`src/rtl/port_strobe_sequencer.sv`:
```
// rtl/port_strobe_sequencer.sv - timed setup/pulse/hold strobe sequencer for NPORTS active-low port selects
//
// Purpose: latches a port address from the data bus and, for each accepted request, drives one
// registered, glitch-free active-low select on the write or read bus for a timed strobe window.
// Optional feature macro: PORT_WAIT_EN (adds port_wait, stretching the strobe for slow ports).
//
// Ports:
//   clk           in   1       system clock
//   reset         in   1       synchronous reset, active high
//   data          in   DATA_W  address source, low ADDR_BITS used
//   _portsel_in   in   1       active-low address load enable
//   req_valid     in   1       transaction request
//   req_wr        in   1       1 = write strobe, 0 = read strobe
//   port_wait     in   1       slow-port stretch request (PORT_WAIT_EN only)
//   req_ready     out  1       high in IDLE when not in reset
//   _port_sel_wr  out  NPORTS  active-low write selects, one-cold
//   _port_sel_rd  out  NPORTS  active-low read selects, one-cold
//   busy          out  1       high in SETUP/STROBE/HOLD
//   done          out  1       one-cycle completion pulse
module port_strobe_sequencer #(
    parameter int ADDR_BITS = 4,
    parameter int DATA_W    = 8,
    parameter int SETUP_CYC = 1,
    parameter int PULSE_CYC = 2,
    parameter int HOLD_CYC  = 1,
    localparam int NPORTS   = 2 ** ADDR_BITS
) (
    input  logic              clk,
    input  logic              reset,
    input  logic [DATA_W-1:0] data,
    input  logic              _portsel_in,
    input  logic              req_valid,
    input  logic              req_wr,
`ifdef PORT_WAIT_EN
    input  logic              port_wait,
`endif
    output logic              req_ready,
    output logic [NPORTS-1:0] _port_sel_wr,
    output logic [NPORTS-1:0] _port_sel_rd,
    output logic              busy,
    output logic              done
);

    localparam int CNT_MAX_SP = (SETUP_CYC > PULSE_CYC) ? SETUP_CYC : PULSE_CYC;
    localparam int CNT_MAX    = (CNT_MAX_SP > HOLD_CYC) ? CNT_MAX_SP : HOLD_CYC;
    localparam int CNT_W      = $clog2(CNT_MAX + 1);

    // Reload values are "cycles minus one": the counter reaches zero in the last cycle of a phase.
    localparam logic [CNT_W-1:0] SETUP_LD = CNT_W'((SETUP_CYC > 0) ? SETUP_CYC - 1 : 0);
    localparam logic [CNT_W-1:0] PULSE_LD = CNT_W'(PULSE_CYC - 1);
    localparam logic [CNT_W-1:0] HOLD_LD  = CNT_W'((HOLD_CYC > 0) ? HOLD_CYC - 1 : 0);

    typedef enum logic [1:0] {
        S_IDLE,
        S_SETUP,
        S_STROBE,
        S_HOLD
    } state_t;

    state_t                 r_state;
    state_t                 w_state_nxt;
    logic [CNT_W-1:0]       r_cnt;
    logic [CNT_W-1:0]       w_cnt_nxt;
    logic [ADDR_BITS-1:0]   r_addr;
    logic [ADDR_BITS-1:0]   r_shadow;
    logic                   r_pending;
    logic [ADDR_BITS-1:0]   r_txn_addr;
    logic                   r_txn_wr;
    logic [NPORTS-1:0]      r_sel_wr;
    logic [NPORTS-1:0]      r_sel_rd;
    logic                   r_done;
    logic                   w_accept;
    logic                   w_fin;
    logic                   w_wait;
    logic                   w_load;
    logic [ADDR_BITS-1:0]   w_sel_addr;
    logic                   w_sel_is_wr;
    logic [NPORTS-1:0]      w_onehot;
    logic                   w_unused_data;

`ifdef PORT_WAIT_EN
    assign w_wait = port_wait;
`else
    assign w_wait = 1'b0;
`endif

    assign w_unused_data = ^data;
    assign w_load        = ~_portsel_in;

    always_comb begin
        w_state_nxt = r_state;
        w_cnt_nxt   = (r_cnt != '0) ? r_cnt - 1'b1 : r_cnt;
        w_accept    = 1'b0;
        case (r_state)
            S_IDLE: begin
                if (req_valid) begin
                    w_accept = 1'b1;
                    if (SETUP_CYC > 0) begin
                        w_state_nxt = S_SETUP;
                        w_cnt_nxt   = SETUP_LD;
                    end else begin
                        w_state_nxt = S_STROBE;
                        w_cnt_nxt   = PULSE_LD;
                    end
                end
            end
            S_SETUP: begin
                if (r_cnt == '0) begin
                    w_state_nxt = S_STROBE;
                    w_cnt_nxt   = PULSE_LD;
                end
            end
            S_STROBE: begin
                // Minimum pulse must elapse, then a slow port may keep the strobe low.
                if (r_cnt == '0 && !w_wait) begin
                    if (HOLD_CYC > 0) begin
                        w_state_nxt = S_HOLD;
                        w_cnt_nxt   = HOLD_LD;
                    end else begin
                        w_state_nxt = S_IDLE;
                    end
                end
            end
            S_HOLD: begin
                if (r_cnt == '0) begin
                    w_state_nxt = S_IDLE;
                end
            end
            default: w_state_nxt = S_IDLE;
        endcase
    end

    assign w_fin = (r_state != S_IDLE) && (w_state_nxt == S_IDLE);

    // With SETUP skipped the strobe starts on the accept edge, so use the live snapshot source.
    assign w_sel_addr  = w_accept ? r_addr : r_txn_addr;
    assign w_sel_is_wr = w_accept ? req_wr : r_txn_wr;
    assign w_onehot    = {{(NPORTS-1){1'b0}}, 1'b1} << w_sel_addr;

    always_ff @(posedge clk) begin
        if (reset) begin
            r_state    <= S_IDLE;
            r_cnt      <= '0;
            r_addr     <= '0;
            r_shadow   <= '0;
            r_pending  <= 1'b0;
            r_txn_addr <= '0;
            r_txn_wr   <= 1'b0;
            r_sel_wr   <= '1;
            r_sel_rd   <= '1;
            r_done     <= 1'b0;
        end else begin
            r_state <= w_state_nxt;
            r_cnt   <= w_cnt_nxt;
            r_done  <= w_fin;

            // Selects are registered from next state so they never glitch.
            r_sel_wr <= (w_state_nxt == S_STROBE &&  w_sel_is_wr) ? ~w_onehot : '1;
            r_sel_rd <= (w_state_nxt == S_STROBE && !w_sel_is_wr) ? ~w_onehot : '1;

            if (w_accept) begin
                r_txn_addr <= r_addr;
                r_txn_wr   <= req_wr;
            end

            // A load landing on the return-to-IDLE edge is newer than the shadow, so it wins.
            if (w_load && (r_state == S_IDLE || w_fin)) begin
                r_addr    <= data[ADDR_BITS-1:0];
                r_pending <= 1'b0;
            end else if (w_load) begin
                r_shadow  <= data[ADDR_BITS-1:0];
                r_pending <= 1'b1;
            end else if (w_fin && r_pending) begin
                r_addr    <= r_shadow;
                r_pending <= 1'b0;
            end
        end
    end

    assign req_ready    = (r_state == S_IDLE) && !reset;
    assign busy         = (r_state != S_IDLE);
    assign done         = r_done;
    assign _port_sel_wr = r_sel_wr;
    assign _port_sel_rd = r_sel_rd;

endmodule

```
`config.mk`:
```
export PLATFORM = sky130hd
export DESIGN_NAME = port_strobe_sequencer
export DESIGN_NICKNAME = d
export VERILOG_FILES = /design/src/rtl/port_strobe_sequencer.sv
export SDC_FILE = /design/constraint.sdc
export NUM_CORES = 1
export LEC_CHECK = 0
export BUFFER_PORTS_ARGS = -buffer_cell sky130_fd_sc_hd__buf_2
export CAP_MARGIN = 10
export CELL_PAD_IN_SITES_DETAIL_PLACEMENT = 0
export CELL_PAD_IN_SITES_GLOBAL_PLACEMENT = 1
export CORE_ASPECT_RATIO = 0.5
export CORE_UTILIZATION = 38
export DETAILED_ROUTE_END_ITERATION = 7
export PLACE_DENSITY = 0.87
export REMOVE_ABC_BUFFERS = 1
export SLEW_MARGIN = 20
export SYNTH_ARGS = -nofsm -noshare
export SYNTH_HDL_FRONTEND = slang
export SYNTH_SLANG_ARGS = --single-unit
```
`constraint.sdc`:
```
create_clock -name clk -period 2.2 [get_ports clk]
set_input_delay 0.11 -clock clk [delete_from_list [all_inputs] [get_ports clk]]
set_output_delay 0.11 -clock clk [all_outputs]
set_load 0.02 [all_outputs]
```
# Word level (Yosys, flattened, before mapping)
# Cells that the tools add are included.
# op_classes
add_sub_neg	1
n_mul	0
div_mod_pow	0
magnitude_cmp	0
eq_ne	5
n_shift	1
muxes	19
bitwise	5
reduce_logical	21
# ops
operator	n
two-way mux 2 bit	8
two-way mux 4 bit	4
NOT 16 bit	1
left shift 1 x 4 -> 16 bit (first input constant)	1
case mux 2 bit (4 select lines)	1
nonzero test 2 bit	4
equality test 2 bit (second input constant)	3
logical AND 1 bit	6
logical NOT 2 bit	3
case mux 2 bit (3 select lines)	1
OR reduction 2 bit	3
two-way mux 1 bit	5
NOT 1 bit	4
AND reduction 2 bit	2
equality test 2 x 1 -> 1 bit (second input constant)	1
logical NOT 1 bit	2
inequality test 2 x 1 -> 1 bit (second input constant)	1
subtractor 2 x 1 -> 2 bit (second input constant)	1
logical OR 1 bit	1
# word_totals
regBits	51
latchBits	0
ram_bits	0
rom_bits	0
input_bits	13
mem_count	0

# Logic depth before layout (Yosys ltp)
# logic_depth
word_depth	9
depth_mapped	6
ltp_nobuf	4

# Worst setup path before layout
# OpenSTA, ideal clock, no wires.
# synth_path
path_kind	register to register
from	register r_state[1]
to	register r_sel_wr[8] (netlist: _port_sel_wr[8])
setup_time_ns	0.133
arrival_ns	1.561
path_slack_ns	0.506
path_stages_with_launch	7
path_buffers	2
synth_period_minus_slack_ns	1.694
cell_sequence	dfxtp_1 -> buf_6 -> nor3b_2 -> buf_6 -> mux2_2 -> nor3_1 -> nand2_1
# synth_between
elab_chain_len	6
elab_cells_between_ends	18
cone_classes	eq/ne (4); shift (1); mux (8); bitwise (2); reduce/logical (3)
# synth_rtl
element	line	text
start: declaration	60	state_t r_state;
start signal: assignment	153	r_state <= w_state_nxt;
equality test 2 bit (tied with other cells)	94	case (r_state)
case mux 2 bit (4 select lines) or two-way mux 1 bit (tied branches)	94	
equality test 2 bit or two-way mux 1 bit (tied branches)	--	
logical AND 1 bit	158	r_sel_wr <= (w_state_nxt == S_STROBE && w_sel_is_wr) ? ~w_onehot : '1;
NOT 1 bit (no line)	--	
OR reduction 2 bit (no line)	--	
end signal: assignment	158	
end: declaration	69	logic [NPORTS-1:0] r_sel_wr;
# Several ways; a longest one is shown, not always the timed one.
# A chain may end at the register's enable or synchronous reset.

# Final worst setup path
# layout_path
from	register r_state[1]
to	register r_sel_rd[5] (netlist: _port_sel_rd[5])
# layout_between
elab_chain_len	7
elab_cells_between_ends	19
cone_classes	eq/ne (4); shift (1); mux (8); bitwise (2); reduce/logical (4)
# layout_rtl
element	line	text
branches (longest 7 deep; another with case mux 2 bit (4 select lines))	--	
end signal: assignment	159	r_sel_rd <= (w_state_nxt == S_STROBE && !w_sel_is_wr) ? ~w_onehot : '1;
end: declaration	70	logic [NPORTS-1:0] r_sel_rd;
# Several ways; the timed one is not identified.

==> flow_summary.yaml <==
outcome:
  status: "finished, violations left"
  violations: "DRC"
worst_setup_path:
  worstRegToRegCells: 5
  required_ps: 2380
  crit_path_cell_trace: "nor3b_2 -> buf_4 -> mux2_2 -> nor4_4 -> nand2_1"
  critical_path_class: "reg2reg"
  rrSetupSlack_ps: 260
  slowest_stage: "nor4_4"
  start_kind: "register"
  crit_path_end_kind: "register"
  arrival_ps: 2120
  r2r-start: "r_state[1]"
  crit_path_max_incr_delay_ps: 480
  r2r-end: "_port_sel_rd[5]"
  cpLargestDelayFamily: "simple AND/OR/NAND/NOR gates"
  cp_max_fo: 11
  worst-path-buf-inv: 1
power_and_ir_drop:
  max-vdd-ir-drop_uv: 380.8
  p_leak_uw: 0.0007779
  power_density_nw_per_um2: 999.0
global_routing:
  grt_pass1_vias: 1141
  antenna_found_initial: 0
  track_usage_pct: 15.01
  overflow: 0
  grt_pass1_wl_mm: 5.630
  grt_start_max_net_pins: 25
placement:
  port_buffers: 43
  dp_cells: 255
  gp_congestion: 0.7630
  dp_hpwl_mm: 2.363
timing:
  period_needed_ps: 1942
  finClkSkew_ps: 2.617
  finalHoldViolCount: 0
  max_freq_mhz: 515.0
  finalSetupViolCount: 0
  rsz0062_at_grt: "no"
  worst_pin_slew_ps: 602.2
  setup_tns_ps: 0
  whs_ps: 59.04
  slew_viol_final: 0
  period_share_pct: 88.27
  max_slew_margin_pct: 59.06
die:
  fp.dieH_microns: 49.91
  dieArea_sq_um: 4881
  start_util_pct: 42.09
  placementRows: 16
  core_area_sq_um: 4144
  fp.dieW_microns: 97.81
  ios: 48
drt:
  wirelength_mm: 3.287
  vias: 1228
  routedWlPerCell_microns: 12.50
  ant_nets: 0
  drcViolationCount: 6
  firstDrtPassIters: 8
  drt_iter0_markers: 34
  via_per_inst: 4.669
yosys:
  synth_area_leaders: "dfxtp_1, nand2_1, mux2i_1"
  synth_top_cells_by_count: "dfxtp_1, nand2_1, nor2_1, mux2i_1, nor3_1"
  synthArstFlopShare_pct: 0
  yosys_register_bits: 51
  synth_top_area_share_pct: 58.54
  ys.flop_type: "dfxtp_1"
  syn_inst: 162
  synth_cell_types: 23
  netlist_area_sq_um: 1744
  yosysMostFrequentCell: "dfxtp_1"
  synth_top_cell_by_area: "dfxtp_1"
  synth_area_per_cell_sq_um: 10.77
  synth_warnings: 0
  synth_edf_count: 0
  ys_seq_area_share_pct: 58.54
cts:
  htreeDepth: 2
  clkLatencyLatePin_ps: 300
  ctsHoldBuffers: 0
  clk_pin_slew_worst_paths_ps: 90
  cts_buffers: 5
  post_cts_buffers: 0
  cts.sinks: 51
  cts_resized: 0
  tritoncts: "yes"
  cts_root_buffer: "clkbuf_8"
  clock_path_buffers: 2
cells_and_area:
  fillers: 402
  final_cells: 263
  area_growth_syn_to_layout_pct: 21.59
  diodes: 0
  post_route_cells_drive_above_1_share_pct: 31.58
  fin_nets: 221
min_path:
  whs_path_depth: 3
  min_from: "data[2]"
  hold-path-endpoint: "r_shadow[2]"
  worst_hold_path_type: "in2reg"
job:
  cap_violations: 0
## stage by stage
step	util, %	cell area, sq um	total power [uW]	setup slack (ps)
2_1_floorplan	-	1709	1349	190.1
3_3_place_gp	48.25	1999	1438	284.1
3_5_place_dp	48.25	1999	1456	238.6
4_1_cts	51.18	2121	2136	223.1
5_1_grt	51.18	2121	2230	67.53
6_report	51.18	2121	2119	258.1
## worst reg2reg max path, cell delays in order, from the launching register on
cell     delay [ps]
dfxtp_1         390
nor3b_2         200
buf_4           230
mux2_2          410
nor4_4          480
nand2_1         120
## sequential cells by signal (all words and copies together), names as in the netlist
name          cells
_port_sel_rd     16
_port_sel_wr     16
r_addr            4
r_shadow          4
r_txn_addr        4
r_cnt             2
r_state           2
done              1
r_pending         1
r_txn_wr          1
## metal layers
| metal | share of wire, % | global-route usage [%] | up-vias | wire length, microns |
|---|---|---|---|---|
| met5 | 0 | 0 | - | 0 |
| met4 | 1.2 | 4.798 | 0 | 41 |
| met3 | 5.9 | 4.397 | 5 | 194 |
| met2 | 43 | 25.06 | 34 | 1409 |
| met1 | 50 | 18.85 | 557 | 1641 |
| li1 | - | - | 632 | - |
## cell usage in the layout, fill, tap and decap left out
cell type   n
a211oi_1    5
a21oi_1     1
and2_1      1
and2b_1     2
and3_1      1
and4bb_2    1
buf_2      43
buf_4       1
bufinv_16   1
clkbuf_8    6
dfxtp_1    51
inv_1       1
inv_6       1
mux2_2      5
mux2i_1    12
mux2i_2     2
nand2_1    33
nor2_1     19
nor2b_1     3
nor3_1     12
nor3_2      1
nor3b_2     1
nor4_4      4
o21bai_1    1
xnor2_1     1
## cell type report
type	instances	area (sq um)	area share, %
multi-input cells	105	684.4	32.27
repair buffers	44	222.7	10.50
well taps	54	67.56	3.186
inverters	1	3.754	0.1770
clock inverters	2	38.79	1.829
flip-flops and latches	51	1021	48.14
clock buffers	6	82.58	3.894
## worst max-delay path by stage
stage,startpoint,endpoint,slack [ps],cells after the start
6_report,r_state[1],_port_sel_rd[5],260,5
2_1_floorplan,r_state[1],_port_sel_rd[6],190,4
5_1_grt,r_state[1],_port_sel_wr[5],70,5
3_5_place_dp,r_state[1],_port_sel_wr[5],240,5
4_1_cts,r_state[1],_port_sel_wr[5],220,5
3_3_place_gp,r_state[1],_port_sel_wr[4],280,5
## power breakdown
part           switching [uW]  internal, uW  total, uW
logic                     248           155        404
clock network             311           374        686
registers                49.2           980       1030
## cell families (layout without fill, tap and decap cells)
group           Yosys count  after routing  share of synthesized area [%]
compound gates            7              7                          2.870
xor+xnor                  1              1                         0.5022
buf+inv                   6             53                          2.223
flops                    51             51                          58.54
mux                      19             19                          11.69
simple gates             78             78                          24.18
(Power assumes the default switching activity.)
